==> src/rtl/serial_add_ctrl.sv <==
// ---------------------------------------------------------------------------
// serial_add_ctrl
//   Bit-serial add/subtract controller. A single 1-bit full-adder cell is
//   time-shared across the operand width: operands are shifted through it
//   LSB-first, one bit per clock, with the carry held in a flop. Operations
//   enter and results leave over ready/valid handshakes.
//
// Parameters
//   WIDTH      operand/result width in bits (>= 2)
//
// Ports
//   clk        rising-edge clock
//   rst_n      asynchronous active-low reset
//   in_valid   operands/op present            in_ready   operation can be accepted
//   op_a       operand A                      op_b       operand B
//   sub        0: A+B, 1: A-B
//   out_valid  result present                 out_ready  consumer takes result
//   sum        result (meaningful while out_valid=1)
//   cout       final carry (sub: 1 = no borrow)
//   overflow   signed overflow (carry into MSB ^ carry out of MSB)
// ---------------------------------------------------------------------------
module serial_add_ctrl #(
    parameter int unsigned WIDTH = 8
) (
    input  logic             clk,
    input  logic             rst_n,
    input  logic             in_valid,
    output logic             in_ready,
    input  logic [WIDTH-1:0] op_a,
    input  logic [WIDTH-1:0] op_b,
    input  logic             sub,
    output logic             out_valid,
    input  logic             out_ready,
    output logic [WIDTH-1:0] sum,
    output logic             cout,
    output logic             overflow
);

    localparam int unsigned CntW = (WIDTH > 1) ? $clog2(WIDTH) : 1;
    localparam logic [CntW-1:0] LastBit = CntW'(WIDTH - 1);

    typedef enum logic [1:0] {
        StIdle,
        StRun,
        StDone
    } state_e;

    state_e            r_state;
    logic [WIDTH-1:0]  r_a;
    logic [WIDTH-1:0]  r_b;
    logic [WIDTH-1:0]  r_sum;
    logic [CntW-1:0]   r_cnt;
    logic              r_carry;
    logic              r_cout;
    logic              r_ovf;

    // Shared full-adder cell
    logic w_s;
    logic w_co;

    assign w_s  = r_a[0] ^ r_b[0] ^ r_carry;
    assign w_co = (r_a[0] & r_b[0]) | (r_carry & (r_a[0] ^ r_b[0]));

    always_ff @(posedge clk or negedge rst_n) begin
        if (!rst_n) begin
            r_state <= StIdle;
            r_a     <= '0;
            r_b     <= '0;
            r_sum   <= '0;
            r_cnt   <= '0;
            r_carry <= 1'b0;
            r_cout  <= 1'b0;
            r_ovf   <= 1'b0;
        end else begin
            case (r_state)
                StIdle: begin
                    if (in_valid) begin
                        // Subtraction as A + ~B + 1: invert B, seed carry with 1
                        r_a     <= op_a;
                        r_b     <= sub ? ~op_b : op_b;
                        r_carry <= sub;
                        r_cnt   <= '0;
                        r_state <= StRun;
                    end
                end
                StRun: begin
                    r_sum   <= {w_s, r_sum[WIDTH-1:1]};
                    r_carry <= w_co;
                    r_a     <= r_a >> 1;
                    r_b     <= r_b >> 1;
                    if (r_cnt == LastBit) begin
                        // r_carry is the carry into the MSB on this bit
                        r_cout  <= w_co;
                        r_ovf   <= r_carry ^ w_co;
                        r_state <= StDone;
                    end else begin
                        r_cnt <= r_cnt + 1'b1;
                    end
                end
                StDone: begin
                    if (out_ready) begin
                        r_state <= StIdle;
                    end
                end
                default: r_state <= StIdle;
            endcase
        end
    end

    assign in_ready  = (r_state == StIdle);
    assign out_valid = (r_state == StDone);
    assign sum       = r_sum;
    assign cout      = r_cout;
    assign overflow  = r_ovf;

endmodule

==> config.mk <==
export PLATFORM = sky130hd
export DESIGN_NAME = serial_add_ctrl
export DESIGN_NICKNAME = d
export VERILOG_FILES = /design/src/rtl/serial_add_ctrl.sv
export SDC_FILE = /design/constraint.sdc
export NUM_CORES = 1
export LEC_CHECK = 0
export CAP_MARGIN = 15
export CORE_UTILIZATION = 50
export CTS_CLUSTER_DIAMETER = 150
export DETAILED_ROUTE_END_ITERATION = 8
export PLACE_DENSITY = 0.82
export SLEW_MARGIN = 10
export SYNTH_ARGS = -nofsm -noshare
export SYNTH_HDL_FRONTEND = slang
export SYNTH_SLANG_ARGS = --single-unit
==> constraint.sdc <==
create_clock -name clk -period 4.59 [get_ports clk]
set_clock_uncertainty 0.15 [all_clocks]
set_input_delay 0.918 -clock clk [delete_from_list [all_inputs] [get_ports clk]]
set_output_delay 0.918 -clock clk [all_outputs]
set_load 0.005 [all_outputs]
==> flow_summary.toml <==
[route]
vias_per_cell = 5.59
drtIter0Drc = 50
dr_total_vias = 1174
drt_pass1_iterations = 6
avgRoutedWirePerCell_um = 14.1
wl_um = 2950
drtAntennaViolNets = 0
drc = 7

[placed_design]
gp_congestion = 0.802
dpl_worst_slack_ns = 1.77
dp_hpwl_um = 2130
numPortBuffers = 32
numPlacedInstances = 202
dpl_cell_area_sq_mm = 0.00182

[critical_path]
crit_chain = "inv_2 > nor2_1 > clkdlybuf4s50_1"
crit_fanout = 17
r2r_start = "r_state[0]$_DFFE_PN0P_"
rrSetupSlack_ns = 2.54
crit_required_ns = 3.52
crit_type = "reg -> out"
worstRegToRegCells = 3
crit_buf_inv = 2
crit_arrival_ns = 1.86
crit_path_end_kind = "primary output"
critPathLaunchType = "register"
critPathTopFamily = "buffers and inverters"
cp.depth = 3
slowest_delay_ns = 0.67
critPathSlowestCell = "dfrtp_1"
worst_r2r_endpoint = "r_cnt[0]$_DFFE_PN0P_"

[clock_network]
clkSinkCount = 32
clkLatencyLatePin_ns = 0.33
numCtsBuffers = 5
clk_path_buf_depth = 2
htree_levels = 2
cts_setup_buffers = 0
cts_root_buf = "clkbuf_4"
postCtsHoldBufs = 0
cts.repair.resized = 0
clkTransAtPathRegs_ns = 0.10
cts_tree = "built"

[yosys]
synthCells = 147
yosys_warnings = 0
post-synth-top-count-cell = "nand2_1"
synth_top_cell_by_area = "dfrtp_1"
synth_commonest_cells = "nand2_1 (39), dfrtp_1 (32), o21ai_1 (12), a22oi_1 (8), xnor2_1 (8)"
syn_area_sq_mm = 0.00150
netlist.area_leader.share_pct = 53.3
syn_area_per_cell_sq_um = 10.2
synth_cell_types = 31
synth_edf_count = 0
ys_seq_area_share_pct = 53.3
synth_nets = 171
synthArstFlopShare_pct = 100
synth_flop_cell = "dfrtp_1"
yosys_register_bits = 32
synth_area_leaders = "dfrtp_1 (53%), nand2_1 (9.7%), xnor2_1 (4.7%)"

[sta]
tightest_slew_ns = 0.727
setup_ws_ns = 1.66
rsz0062_at_grt = "no"
finalMaxSlewViolations = 0
finalSetupViolCount = 0
final_hold_viol_count = 0
min_period_ns = 2.93
tns_ns = 0
relSlewSlack_pct = 51.4
finalCritPeriodShare_pct = 63.8
max_freq_mhz = 341

[grt]
antenna_found_initial = 0
grtUsageMet2_pct = 34.4
grt_start_max_net_pins = 33
grt_pass1_vias = 1146
met3_usage_pct = 4.38
busiest_layer = "met2"
grt_usage_pct = 21.0
grt.overflow.total = 0
grt_first_pass_wirelength_um = 5090
grt_util_met1_pct = 25.8

[layout]
design_area_sq_mm = 0.00188
nets = 202
stdcell_count = 210
antenna_cells = 0
fillers = 239
syn2layout_area_growth_pct = 25.1
drive_above_1_share_pct = 10.1

[floorplan]
num_rows = 19
die-area_sq_mm = 0.00323
die_height_um = 56.8
io_pins = 33
start_util_pct = 53.6
coreArea_sq_mm = 0.00281
die_w_um = 56.8

[hold_path]
min_from = "sum[0]$_DFFE_PN0N_"
hold_class = "reg -> reg"
hold-path-endpoint = "sum[0]$_DFFE_PN0N_"
holdPathStages = 2

[pwr]
fin_total_pwr_uw = 1110
p_per_area_mw_per_mm2 = 592
peakVddDrop_mv = 0.254
p_leak_uw = 0.000842

[outcome]
violations = "DRC"
status = "finished with violations"

[job]
drv_cap = 0
metal layers:
| layer | up-vias | part of all wire, % |
|---|---|---|
| met2 | 34 | 50 |
| met4 | 0 | 2.4 |
| li1 | 563 | - |
| met1 | 570 | 43 |
| met3 | 7 | 4.7 |
| met5 | - | 0 |
how the worst max path moves through the flow:
stage / startpoint / to / slack, ns
final: r_state[1]$_DFFE_PN0P_ / out_valid / 1.66
after global routing: r_state[1]$_DFFE_PN0P_ / out_valid / 1.48
after CTS: r_state[1]$_DFFE_PN0P_ / out_valid / 1.61
after detailed placement: in_valid / r_cnt[0]$_DFFE_PN0P_ / 1.77
after global placement: in_valid / r_cnt[0]$_DFFE_PN0P_ / 1.80
after floorplan: r_state[0]$_DFFE_PN0P_ / in_ready / 2.68
stage by stage:
stage	hold WS [ns]	util, %
3_3_place_gp	0.311	64.8
4_1_cts	0.346	67.0
2_1_floorplan	0.306	-
5_1_grt	0.357	67.0
6_report	0.337	67.0
3_5_place_dp	0.320	64.8
registers in the layout (all words and copies together), names as in the netlist:
signal / count
overflow: 1
sum: 8
r_carry: 1
r_state: 2
cout: 1
r_cnt: 3
r_b: 8
r_a: 8
worst reg2reg max path: cells and delay by family (launching register included):
| family | cells | cell delay [ns] |
|---|---|---|
| flops | 1 | 0.65 |
| compound gates | 1 | 0.24 |
| simple gates | 1 | 0.59 |
| mux | 1 | 0.31 |
cell usage in the layout (no fill, tap or decap), drive strengths merged:
master	instances
nand2	39
dfrtp	32
clkdlybuf4s50	32
o21ai	12
a22oi	8
xnor2	8
clkbuf	6
nor2	6
nand3	4
o211ai	4
nor2b	3
a221o	3
and2b	2
a31oi	2
a22o	2
ha	2
clkinv	2
inv	2
mux2	2
xor2	1
nand2b	1
o21bai	1
nand3b	1
or3b	1
o31ai	1
fa	1
buf	1
kinds of logic after synthesis:
kind of cell | synth area share, %
xor gates and xnor gates | 5.25
buffers and inverters | 3.91
and+or+nand+nor | 16.8
DFF | 53.3
adders and majority gates | 3.00
AOI/OAI and AO/OA | 16.2
muxes | 1.50
area by class of cell:
cell class                      count  area (sq um)  area share (%)
Multi-Input combinational cell    104           643            34.2
Clock inverter                      2          10.0           0.533
Tap cell                           31          38.8            2.06
Clock buffer                        6          51.3            2.73
Sequential cell                    32           801            42.6
Inverter                            2          7.51           0.399
Timing Repair Buffer               33           328            17.4
report_power, final:
group          switching [uW]  internal [uW]  leakage (uW)
combinational             207            231      0.000393
sequential                108            399      0.000410
clock                    93.9           72.8     0.0000380
total                     409            703      0.000842
No activity file was read; power rests on OpenSTA's default activity.
